<file path="src/rtl/genome_pkg.sv">
// Shared nucleotide definitions for the 2-bit genome datapath
// (unpacker, decoder, packer).
package genome_pkg;

    localparam logic [1:0] BASE_A = 2'b00;
    localparam logic [1:0] BASE_C = 2'b01;
    localparam logic [1:0] BASE_T = 2'b10;
    localparam logic [1:0] BASE_G = 2'b11;

    localparam int WORD_W_DEF = 32;

    // Bases carried by one packed word of width w.
    function automatic int bpw(input int w);
        return w / 2;
    endfunction

endpackage

</file>
<file path="src/rtl/base_unpacker.sv">
// Serialises packed 2-bit base words into one base per clock with record-end marking.
// Optional record length counter enabled by defining UNPACK_CNT_EN.
module base_unpacker
    import genome_pkg::*;
#(
    parameter int WORD_W = WORD_W_DEF,
    localparam int BPW = bpw(WORD_W),
    localparam int NW  = $clog2(BPW + 1)
) (
    input  logic              clk,
    input  logic              rst,
    input  logic              in_valid,
    output logic              in_ready,
    input  logic [WORD_W-1:0] in_data,
    input  logic              in_last,
    input  logic [NW-1:0]     in_nbases,
    output logic              out_valid,
    input  logic              out_ready,
    output logic [1:0]        out_base,
    output logic              out_last
`ifdef UNPACK_CNT_EN
    ,
    output logic [31:0]       rec_len,
    output logic              rec_len_valid
`endif
);

    localparam int IW = $clog2(BPW);

    logic [WORD_W-1:0] hold_data;
    logic [IW-1:0]     idx;
    logic [IW-1:0]     lim;
    logic              hold_last;
    logic              full;

    logic              at_end;
    logic              accept;
    logic              fire;
    logic [NW-1:0]     eff_n;
    logic [IW-1:0]     lim_next;

    assign at_end    = (idx == lim);
    assign in_ready  = !full || (out_ready && at_end);
    assign accept    = in_valid && in_ready;
    assign fire      = full && out_ready;

    assign out_valid = full;
    assign out_base  = hold_data[2*idx +: 2];
    assign out_last  = full && hold_last && at_end;

    // 0 and anything above BPW both mean a full word.
    always_comb begin
        eff_n = in_nbases;
        if (in_nbases == '0 || in_nbases > NW'(BPW))
            eff_n = NW'(BPW);
        lim_next = in_last ? IW'(eff_n - NW'(1)) : IW'(BPW - 1);
    end

    // A load takes priority: it also covers consuming the final base in the same cycle.
    always_ff @(posedge clk) begin
        if (rst) begin
            hold_data <= '0;
            idx       <= '0;
            lim       <= '0;
            hold_last <= 1'b0;
            full      <= 1'b0;
        end else if (accept) begin
            hold_data <= in_data;
            idx       <= '0;
            lim       <= lim_next;
            hold_last <= in_last;
            full      <= 1'b1;
        end else if (fire) begin
            if (!at_end)
                idx <= idx + IW'(1);
            else
                full <= 1'b0;
        end
    end

`ifdef UNPACK_CNT_EN
    logic [31:0] cnt;

    always_ff @(posedge clk) begin
        if (rst) begin
            cnt           <= '0;
            rec_len       <= '0;
            rec_len_valid <= 1'b0;
        end else begin
            rec_len_valid <= 1'b0;
            if (fire) begin
                if (out_last) begin
                    rec_len       <= cnt + 32'd1;
                    rec_len_valid <= 1'b1;
                    cnt           <= '0;
                end else begin
                    cnt <= cnt + 32'd1;
                end
            end
        end
    end
`endif

endmodule

</file>
<file path="config.mk">
export PLATFORM = sky130hd
export DESIGN_NAME = base_unpacker
export DESIGN_NICKNAME = d
export VERILOG_FILES = /design/src/rtl/genome_pkg.sv /design/src/rtl/base_unpacker.sv
export SDC_FILE = /design/constraint.sdc
export NUM_CORES = 1
export LEC_CHECK = 0
export ABC_AREA = 1
export CORE_UTILIZATION = 40
export CTS_CLUSTER_SIZE = 28
export DETAILED_ROUTE_END_ITERATION = 10
export DONT_BUFFER_PORTS = 1
export PLACE_DENSITY_LB_ADDON = 0.15
export SLEW_MARGIN = 5
export SYNTH_ARGS = -nofsm -noshare
export SYNTH_HDL_FRONTEND = slang
export SYNTH_SLANG_ARGS = --single-unit
</file>
<file path="constraint.sdc">
create_clock -name clk -period 3.7 [get_ports clk]
set_input_delay 0.185 -clock clk [delete_from_list [all_inputs] [get_ports clk]]
set_output_delay 0.185 -clock clk [all_outputs]
set_load 0.05 [all_outputs]
</file>
# Word-level counts from Yosys, hierarchy flattened
# Cells that the tools add are included.
# op_classes
n_addsub,2
n_mul,0
div_mod_pow,0
n_lt_le_gt_ge,1
n_eq_ne,1
n_shift,1
n_mux,5
bitwise,1
reduce_logical,14
# ops
op,n
32-bit by 6-bit variable part select with 2-bit output,1
4-bit two-way mux,2
"5-bit greater-than comparator, second input constant",1
1-bit logical AND,5
5-bit logical NOT,1
"4-bit by 1-bit adder with 4-bit output, second input constant",1
4-bit == test,1
2-bit AND reduction,2
2-bit nonzero test,2
"4-bit by 1-bit subtractor with 4-bit output, second input constant",1
1-bit two-way mux,3
1-bit logical OR,2
2-bit OR reduction,1
1-bit logical NOT,1
1-bit NOT,1
# totals
regBits,42
latchBits,0
mem_bits_rw,0
rom_bits,0
in_bits,42
output_inout_bits,5
wordCells,30
n_memories,0

# Depth between registers and ports, before layout
# Gate-level depths: netlist of run 1.
# logic_depth
ltp_word,6
depth_mapped,11
depth_no_buf,10

# Least setup slack after synthesis of run 1
# OpenSTA, ideal clock, no wires.
# synth_timing
path_kind,flip-flop to output port
from,reg full (netlist: out_valid)
to,out out_last
arrival_ns,1.483
t_required_ns,3.515
path_slack_ns,2.032
path_stages_with_launch,3
cell_sequence,dfxtp_1 nand2_1 nor2_1
# synth_via
elab_chain_cells,2
# synth_lines
element,line_no,source
from (decl),base_unpacker.sv:34,logic full;
from (signal assigned),base_unpacker.sv:66,full <= 1'b0;
from (signal assigned),base_unpacker.sv:72,full <= 1'b1;
from (signal assigned),base_unpacker.sv:77,full <= 1'b0;
1-bit logical AND (2 in a row),base_unpacker.sv:49,assign out_last = full && hold_last && at_end;
to (decl),base_unpacker.sv:20,output logic out_last
# Every way passes these cells.

# Worst setup path after layout of run 1
# layout_timing
from,reg idx[0]
to,out in_ready
# layout_via
elab_chain_cells,3
# layout_lines
element,line_no,source
from (decl),base_unpacker.sv:31,logic [IW-1:0] idx;
from (signal assigned),base_unpacker.sv:75,idx <= idx + IW'(1);
4-bit == test,base_unpacker.sv:42,assign at_end = (idx == lim);
1-bit logical AND,base_unpacker.sv:43,assign in_ready = !full || (out_ready && at_end);
1-bit logical OR,base_unpacker.sv:43,
to (decl),base_unpacker.sv:13,"output logic in_ready,"
# Every way passes these cells.

==> run_results.csv, run 1 <==
group,metric,value,unit
synth,synth_common_cells,"65 x nand2_1, 65 x nor2_1, 42 x dfxtp_1",
cells_and_area,fillers,568,
status,status,"complete, no violations",
floorplanning,fp.dieH,76.6,µm
cells_and_area,fin_area,2330,µm²
clock_tree,cts_root_buffer,"clkbuf_8",
synth,yosys-top-cells-area,"dfxtp_1 38%, nand2_1 11%, nor2_1 11%, nand3b_1 11%, a21oi_1 8.1%",
timing,slew_headroom,25.2,%
cells_and_area,diodes,0,
setup_path,r2r_start,"idx[0]$_SDFFE_PP0P_",
synth,ys_seq_area_share,37.8,%
setup_path,r2r_cells,11,
global_routing,track_usage,18.3,%
clock_tree,clkLatencyLatePin,0.30,ns
cells_and_area,layout.nets,355,
setup_path,startpoint_type,"register",
synth,async_flop_share,0,%
synth,synth_area,2220,µm²
detailed_routing,routed_wirelength,4950,µm
timing,finalHoldViolations,0,
floorplanning,core_area,5240,µm²
synth,synth_seq_cells,42,
cells_and_area,final_cells,382,
floorplanning,start_util,42.5,%
clock_tree,htree_levels,2,
clock_tree,clock_tree.buffer_depth,2,
synth,synthCells,323,
clock_tree,cts_tree,"done",
hold_path,holdPathEnd,"hold_data[0]$_SDFFE_PP0P_",
hold_path,hold_start,"in_valid",
synth,synthDistinctLibCells,25,
placed_design,place_area,2230,µm²
clock_tree,post_cts_resized,0,
setup_path,cp.arrival,2.38,ns
hold_path,hold_path_class,"in2reg",
cells_and_area,layout-drive-gt1-share,5.77,%
timing,finalClockSkew,0.00659,ns
setup_path,rrSetupSlack,1.28,ns
floorplanning,die-area,5860,µm²
synth,syn_avg_cell_area,6.89,µm²
cells_and_area,syn_to_final_growth,4.89,%
timing,period_minus_slack,2.56,ns
timing,fin_crit_sh,69.2,%
clock_tree,cts_num_sinks,42,
setup_path,required,3.51,ns
timing,worst_pin_slew,1.12,ns
flow_run,max_cap_violations,0,
timing,setup_viol,0,
placed_design,dpl.cell_count,373,
floorplanning,ios,47,
synth,synth_ff_type,"dfxtp_1",
global_routing,grt_pass1_vias,1927,
detailed_routing,dr.first_iter.drc_count,74,
power_and_ir_drop,irDropWorstVdd,0.000237,V
placed_design,io_buffer_count,0,
timing,rsz0062_at_grt,"false",
clock_tree,ctsHoldBuffers,1,
timing,fin_hold_ws,0.0489,ns
global_routing,grt_max_degree,67,
clock_tree,cts_setup_buffers,0,
cells_and_area,final_util,44.6,%
global_routing,grt_pass1_wl,8730,µm
setup_path,end_kind,"primary output",
detailed_routing,drtAntennaViolNets,0,
power_and_ir_drop,power.leakage,0.984,nW
power_and_ir_drop,powerDensity,432,nW/µm²
placed_design,place_hpwl,3220,µm
global_routing,grt_antenna_before_repair,0,
timing,fmax,390,MHz
clock_tree,cts_inserted_buffers,5,
synth,yosysTopAreaCell,"dfxtp_1",
setup_path,worstPathMaxFanout,39,
detailed_routing,drt_pass1_iterations,4,
detailed_routing,avgViaCountPerCell,5.15,
synth,ys_warn_count,0,
detailed_routing,vias,1966,
synth,syn-num-nets,367,
detailed_routing,drc_errors,0,
placed_design,gp_congestion,0.784,
timing,fin_setup_tns,0,ns
timing,drv_slew,0,
setup_path,r2r_end,"hold_data[12]$_SDFFE_PP0P_",
synth,synth-edff-count,0,
setup_path,crit_type,"reg2out",
global_routing,grt_remaining_overflow,0,
detailed_routing,wl_per_cell,13.0,µm
clock_tree,clk_pin_slew,0.08,ns
floorplanning,rows,26,
hold_path,hold_depth,2,
synth,synth_top_area_share,37.8,%
floorplanning,die_w,76.6,µm
==> metrics by stage <==
step,worst slack (ns),power [mW]
after global routing,0.938,1.06
after floorplan,2.03,0.689
final,1.14,1.01
after global placement,1.34,0.707
after CTS,1.14,1.02
after detailed placement,1.31,0.708
==> worst max-delay path, cell delays in order, from the launching register on <==
cell	delay (ns)
dfxtp_1	0.31
buf_4	0.22
inv_1	0.26
nand2_1	0.12
nand2_1	0.07
nor2_2	0.10
nand3_1	0.09
nand2_2	0.59
buf_12	0.29
==> cell families after synthesis <==
| group | count (synthesis) | share of synthesized area [%] |
|---|---|---|
| buf+inv | 34 | 7.03 |
| flops | 42 | 37.8 |
| simple gates | 175 | 36.5 |
| xor+xnor | 4 | 1.58 |
| compound gates | 66 | 16.0 |
| fa+ha+maj | 2 | 1.12 |
==> how the worst max path moves through the flow <==
stage / start / to / slack (ns) / depth (start not counted)
after floorplan: out_valid$_SDFFE_PP0P_ / out_last / 2.03 / 2
after global placement: idx[0]$_SDFFE_PP0P_ / hold_data[13]$_SDFFE_PP0P_ / 1.34 / 11
after detailed placement: idx[0]$_SDFFE_PP0P_ / hold_data[12]$_SDFFE_PP0P_ / 1.31 / 11
after CTS: idx[0]$_SDFFE_PP0P_ / in_ready / 1.14 / 8
after global routing: idx[0]$_SDFFE_PP0P_ / in_ready / 0.94 / 8
final: idx[0]$_SDFFE_PP0P_ / in_ready / 1.14 / 8
==> sequential cells by signal, summed over array words and instances (netlist names) <==
| name | count |
|---|---|
| hold_last | 1 |
| out_valid | 1 |
| idx | 4 |
| hold_data | 32 |
| lim | 4 |
==> final cells by class <==
cell class / count / area, µm² / share of cell area [%]
clock buffers: 6 / 82.6 / 3.54
flip-flops and latches: 42 / 841 / 36.0
repair buffers: 3 / 37.5 / 1.61
inverters: 12 / 45.0 / 1.93
multi-input cells: 247 / 1230 / 52.6
well taps: 70 / 87.6 / 3.75
clock inverters: 2 / 12.5 / 0.536
==> report_power, final <==
group	total [mW]	switching [mW]	internal, mW
Combinational	0.178	0.111	0.0676
Clock	0.311	0.161	0.150
Sequential	0.519	0.0273	0.491
==> layer usage <==
| layer | global-route usage [%] | up-vias | share of wire, % |
|---|---|---|---|
| met3 | 4.55 | 4 | 4.7 |
| met5 | 0 | - | 0 |
| li1 | - | 1045 | - |
| met4 | 6.35 | 0 | 0.71 |
| met2 | 29.1 | 35 | 44 |
| met1 | 24.1 | 882 | 51 |
==> cell usage in the layout (no fill, tap or decap), types with 2 or more instances in the layout <==
cell type	count
a21oi_1	36
clkbuf_8	6
dfxtp_1	42
ha_1	2
inv_1	9
inv_2	3
nand2_1	65
nand3_1	4
nand3b_1	32
nand4_1	3
nor2_1	65
nor2_2	2
o211ai_1	8
o21ai_0	17
o22ai_1	4
xor2_1	3
No activity file was read; power rests on OpenSTA's default activity.
==> inputs of run 2 (changes only) <==
ABC_AREA = 0   (was 1)
clock period = 2.1 ns   (was 3.7 ns; I/O delays follow)
==> run 2 against run 1 <==
Non-clock buffer count is 43 higher. First-iteration DRC count fell by 4.1%. Sequential power up 73%. Routed wire length decreased by 7.1%. Synthesized cell count is 29% lower. Clock skew increased by 0.0034 ns. Highest routed layer unchanged. Critical path depth shrank 3. Worst setup slack got worse by 1.0 ns. Utilization is 7.4 points higher. Clock power up 74%. Largest cell class unchanged.
==> run_results.csv, run 2 <==
group,metric,value,unit
floorplanning,core_area,5470,µm²
detailed_routing,vias,1677,
synth,yosysMostFrequentCell,"nand2b_1",
timing,fin_setup_tns,0,ns
clock_tree,clk_pin_slew,0.09,ns
setup_path,cp.arrival,1.86,ns
floorplanning,die-area,5950,µm²
detailed_routing,routed_wirelength,4600,µm
clock_tree,cts_setup_buffers,0,
detailed_routing,avgViaCountPerCell,4.98,
detailed_routing,drt_pass1_iterations,4,
global_routing,track_usage,17.0,%
cells_and_area,layout-drive-gt1-share,10.6,%
synth,ys_warn_count,0,
synth,yosysTopAreaCell,"dfxtp_1",
global_routing,grt.busiest_layer,"met2",
setup_path,r2r_start,"idx[2]$_SDFFE_PP0P_",
global_routing,grt_pass1_vias,1664,
global_routing,grt_use_met2,27.4,%
cells_and_area,final_common_cell,"nand2b_1",
clock_tree,cts_inserted_buffers,5,
cells_and_area,fillers,525,
timing,fmax,509,MHz
cells_and_area,fin_area,2840,µm²
setup_path,startpoint_type,"register",
global_routing,use_met1,21.2,%
clock_tree,htree_levels,2,
placed_design,io_buffer_count,0,
hold_path,hold_path_class,"in2reg",
floorplanning,die_w,77.2,µm
timing,fin_hold_ws,0.0231,ns
power_and_ir_drop,comb_power_share,20.6,%
setup_path,required,2.00,ns
power_and_ir_drop,power.switching_fraction,28.5,%
timing,period_minus_slack,1.97,ns
power_and_ir_drop,powerDensity,639,nW/µm²
floorplanning,fp.dieH,77.2,µm
setup_path,critPathMaxStageDelay,0.51,ns
placed_design,gp_congestion,0.701,
detailed_routing,drc_errors,0,
placed_design,place_hpwl,2940,µm
clock_tree,clkLatencyLatePin,0.30,ns
timing,setup_viol,0,
global_routing,grt_max_degree,70,
cells_and_area,largest_reg_flops,32,
cells_and_area,final_util,51.9,%
setup_path,critPathTopFamily,"multiplexers",
clock_tree,clock_tree.buffer_depth,2,
cells_and_area,reg_top3,"hold_data (32), idx (4), lim (4)",
clock_tree,cts_tree,"done",
detailed_routing,wl_per_cell,13.7,µm
power_and_ir_drop,irDropWorstVdd,0.000366,V
timing,worst_pin_slew,0.512,ns
hold_path,holdPathEnd,"hold_data[12]$_SDFFE_PP0P_",
cells_and_area,layout_common_cells,"68 x nand2b_1, 42 x mux2i_1, 40 x dfxtp_1",
power_and_ir_drop,cellInternalPower,1.30,mW
placed_design,place_area,2360,µm²
global_routing,grt_remaining_overflow,0,
floorplanning,start_util,41.3,%
timing,rsz0062_at_grt,"false",
cells_and_area,syn_to_final_growth,25.8,%
synth,synth_area,2260,µm²
setup_path,r2r_cells,5,
synth,synth_ff_type,"dfxtp_1",
flow_run,max_cap_violations,0,
synth,synth_top_area_share,37.2,%
cells_and_area,regMostFlops,"hold_data",
clock_tree,cts_root_buffer,"clkbuf_8",
placed_design,dpl.cell_count,292,
floorplanning,ios,47,
cells_and_area,diodes,0,
timing,finalHoldViolations,0,
floorplanning,rows,27,
detailed_routing,drtAntennaViolNets,0,
timing,drv_slew,0,
setup_path,end_kind,"primary output",
setup_path,cpMaxStageDelayCell,"mux4_2",
global_routing,use_met3,4.29,%
cells_and_area,layout.nets,308,
hold_path,hold_depth,2,
synth,syn_avg_cell_area,9.91,µm²
detailed_routing,dr.first_iter.drc_count,71,
power_and_ir_drop,power.leakage,1.06,nW
clock_tree,cts_num_sinks,42,
synth,async_flop_share,0,%
timing,finalClockSkew,0.00995,ns
synth,synth_common_cells,"68 x nand2b_1, 42 x dfxtp_1, 42 x mux2i_1",
setup_path,rrSetupSlack,0.47,ns
hold_path,hold_start,"rst",
setup_path,setup.worst_path.start,"idx[0]$_SDFFE_PP0P_",
synth,ys_seq_area_share,37.2,%
synth,synthDistinctLibCells,32,
setup_path,r2r_end,"hold_data[11]$_SDFFE_PP0P_",
synth,synth_seq_cells,42,
status,status,"complete, no violations",
synth,synth-edff-count,0,
global_routing,grt_pass1_wl,7800,µm
power_and_ir_drop,seqPwrFrac,49.6,%
setup_path,worstPathMaxFanout,9,
cells_and_area,final_cells,337,
power_and_ir_drop,p_sw,0.518,mW
synth,synthCells,228,
synth,yosys-top-cells-area,"dfxtp_1 37%, nand2b_1 19%, mux2i_1 19%, mux4_2 4.0%, xnor2_1 2.7%",
synth,syn-num-nets,272,
setup_path,worstPathCellList,"buf_6 > mux4_2 > a22oi_1 > nand2_1 > buf_4",
global_routing,grt_antenna_before_repair,0,
setup_path,worst-path-buf-inv,2,
timing,slew_headroom,65.4,%
power_and_ir_drop,p_clk_share,29.8,%
timing,fin_crit_sh,93.6,%
setup_path,crit_type,"reg2out",
run 2: cell types whose count changed after synthesis, sizes merged, moves of 14 or more:
cell | previous run | this run
o21ai | 18 | 4
mux2i | 0 | 42
nand2b | 0 | 68
nand2 | 67 | 4
nand3b | 32 | 0
nor2 | 67 | 1
a21oi | 36 | 1
run 2: repair_timing:
| item | in CTS | in global routing |
|---|---|---|
| gates resized for setup | 1 | 3 |
| endpoints found under the hold margin | 42 | 0 |
| hold buffers | 37 | 0 |
| setup endpoints to repair | 2 | 2 |
run 2: cells by family after synthesis:
group                      share of synthesized area (%)
adders and majority gates                           1.11
buffers and inverters                               4.82
xor gates and xnor gates                            2.71
and+or+nand+nor                                     23.1
AOI/OAI and AO/OA                                   8.42
DFF                                                 37.2
muxes                                               22.6
run 2: power by group through the flow:
| stage | Combinational [mW] | Sequential [mW] | Clock, mW |
|---|---|---|---|
| global route | 0.408 | 0.909 | 0.599 |
| finish | 0.374 | 0.900 | 0.542 |
| CTS | 0.377 | 0.901 | 0.563 |
| floorplan | 0.261 | 0.909 | 0 |
| global placement | 0.301 | 0.920 | 0 |
| detailed placement | 0.301 | 0.919 | 0 |
run 2: metrics by stage:
step	worst slack [ns]	power, mW
after floorplan	0.265	1.17
after CTS	0.0342	1.84
after global routing	0.0344	1.92
final	0.134	1.82
after global placement	0.373	1.22
after detailed placement	0.341	1.22
run 2: per-layer routing:
| layer | share of wire, % | up-vias |
|---|---|---|
| li1 | - | 868 |
| met4 | 1.4 | 0 |
| met2 | 46 | 26 |
| met1 | 49 | 776 |
| met5 | 0 | - |
| met3 | 3.6 | 7 |
run 2: final cells by class:
type	instances	area, µm²	area share [%]
clock buffer	5	68.8	2.42
clock inverter	3	25.0	0.880
inverter	4	15.0	0.528
multi-input combinational	165	1320	46.6
sequential	42	843	29.7
tap	72	90.1	3.17
timing repair buffer	46	477	16.8
run 2: worst max-delay path by stage:
| stage | cells past startpoint | slack, ns | endpoint |
|---|---|---|---|
| after detailed placement | 5 | 0.34 | out_base[1] |
| after global routing | 5 | 0.03 | out_base[0] |
| final | 5 | 0.13 | out_base[1] |
| after global placement | 5 | 0.37 | hold_data[18]$_SDFFE_PP0P_ |
| after floorplan | 5 | 0.27 | out_valid$_SDFFE_PP0P_ |
| after CTS | 5 | 0.03 | out_base[1] |
run 2: worst register-to-register path: stages, from the launching register on:
cell and delay [ns]:
dfxtp_1 0.44, xnor2_1 0.19, nand4_1 0.22, o22ai_4 0.21, buf_12 0.27, mux2i_1 0.22
==> inputs of run 3 (changes only) <==
CORE_UTILIZATION = 55   (was 40)
==> run 3 against run 2 <==
Die area down 27%. Global-route usage up 8.5 points. Non-clock buffer count up 2. Hold slack worse by 0.019 ns. Via count up 5.1%.
==> run_results.csv, run 3 (synthesis gave the netlist of run 2 again) <==
group,metric,value,unit
cells_and_area,largest_reg_flops,32,
clock_tree,clock_tree.buffer_depth,2,
detailed_routing,vias,1763,
floorplanning,rows,22,
timing,rsz0062_at_grt,"false",
timing,fmax,509,MHz
cells_and_area,reg_top3,"hold_data (32), idx (4), lim (4)",
cells_and_area,layout-drive-gt1-share,8.65,%
cells_and_area,diodes,0,
clock_tree,cts_inserted_buffers,5,
floorplanning,ios,47,
floorplanning,die-area,4370,µm²
cells_and_area,regMostFlops,"hold_data",
setup_path,crit_type,"reg2out",
floorplanning,core_area,3800,µm²
clock_tree,htree_levels,2,
detailed_routing,drc_errors,0,
setup_path,worstPathMaxFanout,11,
power_and_ir_drop,powerDensity,629,nW/µm²
placed_design,place_hpwl,2960,µm
detailed_routing,wl_per_cell,15.5,µm
setup_path,startpoint_type,"register",
timing,fin_setup_tns,0,ns
placed_design,io_buffer_count,0,
timing,setup_viol,0,
status,status,"complete, no violations",
floorplanning,die_w,66.1,µm
floorplanning,fp.dieH,66.1,µm
global_routing,grt_antenna_before_repair,0,
setup_path,critPathMaxStageDelay,0.53,ns
clock_tree,clkLatencyLatePin,0.29,ns
global_routing,grt_remaining_overflow,0,
timing,slew_headroom,69.3,%
detailed_routing,drt_pass1_iterations,4,
timing,period_minus_slack,1.97,ns
timing,worst_pin_slew,0.454,ns
hold_path,hold_path_class,"in2reg",
clock_tree,clk_pin_slew,0.07,ns
detailed_routing,drtAntennaViolNets,0,
flow_run,max_cap_violations,0,
setup_path,cpMaxStageDelayCell,"mux4_2",
floorplanning,start_util,59.5,%
cells_and_area,final_util,73.8,%
global_routing,grt_pass1_vias,1783,
detailed_routing,routed_wirelength,4860,µm
timing,finalClockSkew,0.00519,ns
setup_path,worstPathCellList,"buf_4 > mux4_2 > a22oi_1 > nand2_1 > buf_4",
clock_tree,cts_tree,"done",
timing,fin_crit_sh,93.6,%
timing,drv_slew,0,
setup_path,end_kind,"primary output",
detailed_routing,avgViaCountPerCell,5.61,
cells_and_area,layout_common_cells,"68 x nand2b_1, 42 x mux2i_1, 41 x dfxtp_1",
clock_tree,cts_root_buffer,"clkbuf_8",
global_routing,grt_max_degree,47,
setup_path,cp.arrival,1.86,ns
power_and_ir_drop,irDropWorstVdd,0.000591,V
global_routing,track_usage,25.5,%
cells_and_area,layout.nets,310,
setup_path,cp_common_cell,"buf_4",
placed_design,gp_congestion,0.782,
detailed_routing,dr.first_iter.drc_count,63,
power_and_ir_drop,power.leakage,1.06,nW
clock_tree,cts_num_sinks,42,
cells_and_area,syn_to_final_growth,24.1,%
cells_and_area,final_common_cell,"nand2b_1",
global_routing,grt_pass1_wl,8110,µm
setup_path,required,2.00,ns
timing,finalHoldViolations,0,
==> run 3: report_power, final <==
part           switching, mW  internal [mW]  total (mW)
logic                  0.175          0.200       0.375
registers             0.0392          0.860       0.900
clock network          0.261          0.229       0.490
total                  0.475           1.29        1.76
==> run 3: layout make-up <==
cell class	count	area (µm²)
multi-input combinational	165	1320
sequential	42	842
fill	279	995
timing repair buffer	48	493
clock buffer	7	76.3
tap	48	60.1
inverter	4	15.0
==> run 3: routing by layer <==
metal  share of wire (%)  global-route usage (%)  up-vias  wire length [µm]
met5                   0                       0        -                 0
met4                 3.3                    16.0        0               158
met3                 3.6                    5.52       15               177
met2                  51                    44.9       56              2470
met1                  42                    27.3      821              2050
li1                    -                       -      871                 -
==> run 3: critical path: cells and delay by family, from the launching register on <==
kind                   cells  cell delay, ns
DFF                        1            0.33
buffers and inverters      2            0.41
muxes                      1            0.53
AOI/OAI and AO/OA          1            0.20
and+or+nand+nor            1            0.09
==> run 3: timing repair <==
item / CTS / global route
hold buffers: 38 / 1
endpoints found under the setup margin: 0 / 2
buffers inserted: 0 / 0
hold endpoints to repair: 42 / 1
resized for setup: 0 / 1
==> run 3: per-stage QoR <==
stage,hold WS (ns),area (µm²),setup WS (ns),std cells,total power [mW]
after floorplan,0.220,2260,0.265,228,1.17
after global placement,0.179,2330,0.433,268,1.21
after detailed placement,0.184,2330,0.314,268,1.22
after CTS,0.000137,2790,0.115,313,1.77
after global routing,-0.0000201,2800,0.00434,314,1.84
final,0.00435,2800,0.135,314,1.76
==> run 3: final timing paths <==
path,startpoint,slack [ns],cells past startpoint,endpoint
max reg2reg,idx[0]$_SDFFE_PP0P_,0.39,6,hold_data[9]$_SDFFE_PP0P_
max,idx[0]$_SDFFE_PP0P_,0.13,5,out_base[0]
min,rst,0.004,2,hold_data[27]$_SDFFE_PP0P_
min reg2reg,hold_data[29]$_SDFFE_PP0P_,0.47,2,hold_data[29]$_SDFFE_PP0P_
